--- config.mk ---
export PLATFORM = sky130hd
export DESIGN_NAME = icache_refill_flat
export DESIGN_NICKNAME = d
export VERILOG_FILES = /design/src/rtl/icache_refill_if.sv /design/src/rtl/icache_refill.sv /design/src/flat_wrapper.sv
export SDC_FILE = /design/constraint.sdc
export NUM_CORES = 1
export LEC_CHECK = 0
export BUFFER_PORTS_ARGS = -buffer_cell sky130_fd_sc_hd__buf_2
export CORE_MARGIN = 5
export CORE_UTILIZATION = 52
export CTS_CLUSTER_DIAMETER = 30
export DETAILED_ROUTE_END_ITERATION = 6
export PLACE_DENSITY = 0.82
export SLEW_MARGIN = 30
export SYNTH_ARGS = -nofsm -noshare
export SYNTH_HDL_FRONTEND = slang
export SYNTH_SLANG_ARGS = --single-unit
--- constraint.sdc ---
create_clock -name clk -period 2.8 [get_ports clk]
set_input_delay 0.28 -clock clk [delete_from_list [all_inputs] [get_ports clk]]
set_output_delay 0.28 -clock clk [all_outputs]
set_load 0.1 [all_outputs]
--- src/rtl/icache_refill_if.sv ---
// icache_refill_if: miss, memory-read and line-delivery signals of the refill engine
interface icache_refill_if #(
   parameter int ADDR_WIDTH  = 32,
   parameter int DATA_WIDTH  = 32,
   parameter int BLOCK_WIDTH = 3
);
   localparam int LINE_WIDTH = (1 << BLOCK_WIDTH) * DATA_WIDTH;
   logic                  miss_req;
   logic [ADDR_WIDTH-1:0] miss_addr;
   logic                  miss_ready;
   logic                  mem_req;
   logic [ADDR_WIDTH-1:0] mem_addr;
   logic                  mem_ack;
   logic [DATA_WIDTH-1:0] mem_rdata;
   logic                  mem_err;
   logic                  line_valid;
   logic                  line_err;
   logic [ADDR_WIDTH-1:0] line_addr;
   logic [LINE_WIDTH-1:0] line_data;
   modport master (
      output miss_req, miss_addr, mem_ack, mem_rdata, mem_err,
      input  miss_ready, mem_req, mem_addr, line_valid, line_err, line_addr, line_data
   );
   modport slave (
      input  miss_req, miss_addr, mem_ack, mem_rdata, mem_err,
      output miss_ready, mem_req, mem_addr, line_valid, line_err, line_addr, line_data
   );
endinterface

--- src/rtl/icache_refill.sv ---
// icache_refill: fetches one cache line as sequential word reads and delivers it whole
module icache_refill #(
   parameter int ADDR_WIDTH  = 32,
   parameter int DATA_WIDTH  = 32,
   parameter int BLOCK_WIDTH = 3
) (
   input logic clk,
   input logic rst,
   icache_refill_if.slave bus
);
   localparam int BLOCK_SIZE = 1 << BLOCK_WIDTH;
   localparam int LINE_WIDTH = BLOCK_SIZE * DATA_WIDTH;
   localparam int OFFS_WIDTH = BLOCK_WIDTH + 2;
   typedef enum logic [1:0] {IDLE, FILL, DONE, ERR} state_t;
   state_t                 state, state_nx;
   logic [BLOCK_WIDTH-1:0] cnt;
   logic [ADDR_WIDTH-1:0]  line_addr;
   logic [LINE_WIDTH-1:0]  line_data;
   logic                   last;
   logic                   accept;
   logic                   word_ok;
   always_ff @(posedge clk or negedge rst)
      if (!rst) state <= IDLE;
      else      state <= state_nx;
   always_comb begin
      last           = cnt == BLOCK_WIDTH'(BLOCK_SIZE - 1);
      accept         = state == IDLE && bus.miss_req;
      word_ok        = state == FILL && bus.mem_ack && !bus.mem_err;
      state_nx       = state == IDLE ? (bus.miss_req ? FILL : IDLE)
                     : state == FILL ? (!bus.mem_ack ? FILL : bus.mem_err ? ERR : last ? DONE : FILL)
                     : IDLE;
      bus.miss_ready = state == IDLE;
      bus.mem_req    = state == FILL;
      bus.line_valid = state == DONE;
      bus.line_err   = state == ERR;
      bus.mem_addr   = line_addr + ADDR_WIDTH'({cnt, 2'b00});
      bus.line_addr  = line_addr;
      bus.line_data  = line_data;
   end
   // The counter wraps to zero after the last word, ready for the next fill.
   always_ff @(posedge clk or negedge rst)
      if (!rst) begin
         cnt       <= '0;
         line_addr <= '0;
         line_data <= '0;
      end else if (accept) begin
         cnt       <= '0;
         line_addr <= {bus.miss_addr[ADDR_WIDTH-1:OFFS_WIDTH], {OFFS_WIDTH{1'b0}}};
      end else if (word_ok) begin
         cnt                             <= cnt + BLOCK_WIDTH'(1);
         line_data[cnt*DATA_WIDTH +: DATA_WIDTH] <= bus.mem_rdata;
      end
endmodule

--- src/flat_wrapper.sv ---
// flat-port wrapper written by rule: the top's interface ports become plain ports
module icache_refill_flat 
#(
   parameter int ADDR_WIDTH  = 32,
   parameter int DATA_WIDTH  = 32,
   parameter int BLOCK_WIDTH = 3
)
  (clk, rst, bus_miss_req, bus_miss_addr, bus_mem_ack, bus_mem_rdata, bus_mem_err, bus_miss_ready, bus_mem_req, bus_mem_addr, bus_line_valid, bus_line_err, bus_line_addr, bus_line_data);
  icache_refill_if #(.ADDR_WIDTH(ADDR_WIDTH), .DATA_WIDTH(DATA_WIDTH), .BLOCK_WIDTH(BLOCK_WIDTH)) bus_i ();
  input logic clk;
  input logic rst;
  input wire logic [$bits(bus_i.miss_req)-1:0] bus_miss_req;
  input wire logic [$bits(bus_i.miss_addr)-1:0] bus_miss_addr;
  input wire logic [$bits(bus_i.mem_ack)-1:0] bus_mem_ack;
  input wire logic [$bits(bus_i.mem_rdata)-1:0] bus_mem_rdata;
  input wire logic [$bits(bus_i.mem_err)-1:0] bus_mem_err;
  output wire logic [$bits(bus_i.miss_ready)-1:0] bus_miss_ready;
  output wire logic [$bits(bus_i.mem_req)-1:0] bus_mem_req;
  output wire logic [$bits(bus_i.mem_addr)-1:0] bus_mem_addr;
  output wire logic [$bits(bus_i.line_valid)-1:0] bus_line_valid;
  output wire logic [$bits(bus_i.line_err)-1:0] bus_line_err;
  output wire logic [$bits(bus_i.line_addr)-1:0] bus_line_addr;
  output wire logic [$bits(bus_i.line_data)-1:0] bus_line_data;
  assign bus_i.miss_req = bus_miss_req;
  assign bus_i.miss_addr = bus_miss_addr;
  assign bus_i.mem_ack = bus_mem_ack;
  assign bus_i.mem_rdata = bus_mem_rdata;
  assign bus_i.mem_err = bus_mem_err;
  assign bus_miss_ready = bus_i.miss_ready;
  assign bus_mem_req = bus_i.mem_req;
  assign bus_mem_addr = bus_i.mem_addr;
  assign bus_line_valid = bus_i.line_valid;
  assign bus_line_err = bus_i.line_err;
  assign bus_line_addr = bus_i.line_addr;
  assign bus_line_data = bus_i.line_data;
  icache_refill #(.ADDR_WIDTH(ADDR_WIDTH), .DATA_WIDTH(DATA_WIDTH), .BLOCK_WIDTH(BLOCK_WIDTH)) u_core (.clk(clk), .rst(rst), .bus(bus_i));
endmodule
==> impl_metrics.toml <==
[status]
status = "finished clean"

[critical_path]
path_cells = "inv_1 > ha_1 > ha_1 > nand4_4 > buf_4 > mux2i_1"
cp-start-kind = "flip-flop"
arrival_ns = 2.96
cp_max_fo = 16
critical_path.slowest_cell = "ha_1"
crit_type = "reg2reg"
end_kind = "flip-flop"
cp_num_buf_inv = 2
max_stage_delay_ns = 0.64
critPathMostFrequentCell = "ha_1"
required_ns = 3.20
crit_family = "adder cells"

[clock_network]
htree_levels = 2
clockBufferDepth = 3
cts_resized = 0
cts_tree = "yes"
root_buffer = "clkbuf_16"
cts_made_buffers = 53
holdBufCountCts = 27
clk_pin_slew_ns = 0.04
cts_setup_buffers = 0
clkSinkCount = 288
insertion_delay_ns = 0.54

[die]
initial_utilization_pct = 52.7
dieArea_um2 = 27900
rows = 57
die_x_um = 167
dieHeight_um = 167
io_pins = 393
core_area_um2 = 24300

[synthesis]
ys_seq_elements = 288
synth_edf_count = 0
yosysUniqueCellTypes = 33
synth_ff_type = "dfrtp_1"
syn_area_um2 = 12800
syn_inst = 1152
synth_area_per_cell_um2 = 11.1
yosysWarnings = 0
async_flop_share_pct = 100
ys_seq_area_share_pct = 56.2

[place]
hpwl_um = 25100
place_area_um2 = 14900
io_buffers = 380
placed_cells = 1782
gp_congestion = 0.815

[global_route]
globalRouteMet1Util_pct = 32.9
grt_use_met2_pct = 45.9
first_global_vias = 10615
grt_pass1_wl_um = 59800
antenna_found_initial = 0
grt_usage_pct = 26.9
grt-ovfl-total = 0
busiest_layer = "met2"
grt_use_met3_pct = 6.40
grt_max_degree = 98

[timing]
fin_setup_tns_ns = 0
finalSetupViolCount = 0
skew_ns = 0.0189
period_share_pct = 91.7
worst_slew_pin_slew_ns = 0.792
fmax_ghz = 0.389
rsz0062_at_grt = "false"
slew_viol_final = 0
whs_ns = 0.0211
slew_headroom_pct = 47.2
hold_viol = 0
period_minus_slack_ns = 2.57

[min_path]
hold_class = "in2reg"

[cells_and_area]
stdcell_count = 1909
fin_nets = 1617
drive_above_1_share_pct = 37.8
fin_area_um2 = 17000
num_antenna_cells = 0
area_delta_synth_final_pct = 32.8

[routing]
dr.pass1.iters = 5
vias = 9723
wl_per_cell_um = 19.9
ant_nets = 0
drt_iter0_drc = 713
drt_wl_total_um = 38100
drc = 0
vias_per_cell = 5.09

[job]
maxCapViolCount = 0
worst paths after layout:
kind	endpoint	start	depth (start not counted)	slack, ns
hold reg to reg	u_core.bus.line_data[95]	u_core.bus.line_data[95]	1	0.49
min in group asynchronous	u_core.bus.line_data[106]	rst	2	0.36
setup / recovery	u_core.bus.line_data[111]	u_core.cnt[1]	6	0.23
max in group asynchronous	u_core.bus.line_data[53]	rst	3	1.62
hold / removal	u_core.bus.line_addr[18]	bus_miss_addr[18]	2	0.02
setup reg to reg	u_core.bus.line_data[111]	u_core.cnt[1]	6	0.23
flip-flops by register name (all words and copies together), names as in the netlist:
name and cells:
u_core.bus.line_addr 27, u_core.bus.line_data 256, u_core.cnt 3, u_core.state 2
cell usage after synthesis, types with 2 or more instances:
| master | count | share of area, % |
|---|---|---|
| buf_1 | 13 | 0.38 |
| buf_4 | 47 | 2.8 |
| mux2i_1 | 206 | 16 |
| mux2_4 | 5 | 0.59 |
| inv_1 | 209 | 6.1 |
| mux2_2 | 70 | 6.2 |
| buf_6 | 4 | 0.35 |
| a22o_1 | 2 | 0.14 |
| buf_2 | 25 | 0.98 |
| mux2_1 | 3 | 0.26 |
| dfrtp_1 | 288 | 56 |
| nand4_2 | 3 | 0.29 |
| and4b_1 | 3 | 0.23 |
| nor4bb_1 | 2 | 0.16 |
| ha_1 | 7 | 0.68 |
| nor2_1 | 3 | 0.088 |
| nor3b_1 | 3 | 0.18 |
| nor2b_1 | 2 | 0.098 |
| and2_1 | 10 | 0.49 |
| clkbuf_1 | 27 | 0.79 |
| nor4b_1 | 3 | 0.21 |
| nand2_1 | 206 | 6.0 |
kinds of logic after synthesis:
group	share of synthesized area, %
simple gates	8.30
fa+ha+maj	0.683
other cells	0.0293
compound gates	0.273
mux	23.1
flops	56.2
buf+inv	11.4
metal layers:
metal | vias up | share of wire [%]
met5 | - | 0
met4 | 0 | 4.0
met3 | 102 | 7.7
met2 | 442 | 49
met1 | 4843 | 39
li1 | 4336 | -
cell type report:
cell class / count / area (um^2)
multi-input cells: 545 / 4260
fillers: 1713 / 7310
inverters: 209 / 785
clock buffers: 72 / 1530
clock inverters: 27 / 289
well taps: 324 / 405
flip-flops and latches: 288 / 7210
repair buffers: 444 / 2540
placed cells by master (no fill, tap or decap), types with 2 or more instances in the layout:
cell / synthesis / final
buf_2: 25 / 379
nor3b_2: 0 / 3
mux2_2: 70 / 70
clkbuf_8: 0 / 9
bufinv_16: 0 / 4
ha_1: 7 / 7
mux2i_1: 206 / 206
dfrtp_2: 0 / 2
nor4bb_4: 0 / 2
clkbuf_1: 27 / 8
nand4_4: 0 / 2
inv_6: 0 / 6
a22o_1: 2 / 2
nor4b_1: 3 / 2
clkinv_4: 0 / 3
buf_4: 47 / 30
nand2_1: 206 / 206
dfrtp_1: 288 / 286
nor2b_1: 2 / 2
buf_12: 0 / 6
mux2_1: 3 / 3
clkinv_2: 0 / 9
and4b_2: 0 / 3
clkbuf_16: 0 / 55
clkinvlp_4: 0 / 3
mux2_4: 5 / 5
nor2_1: 3 / 3
and2_1: 10 / 10
conb_1: 1 / 7
inv_8: 0 / 2
dlygate4sd3_1: 0 / 28
inv_1: 209 / 209
per-stage QoR:
step | setup slack, ns | utilization, %
finish | 0.232 | 69.9
detailed placement | 0.248 | 61.3
CTS | 0.240 | 69.9
global placement | 0.320 | 61.3
global route | 0.136 | 69.9
floorplan | 0.0395 | -
Power is left out: the tool's default activity adds up to more than one toggle a clock period on the data nets, which glitch-free logic cannot reach.
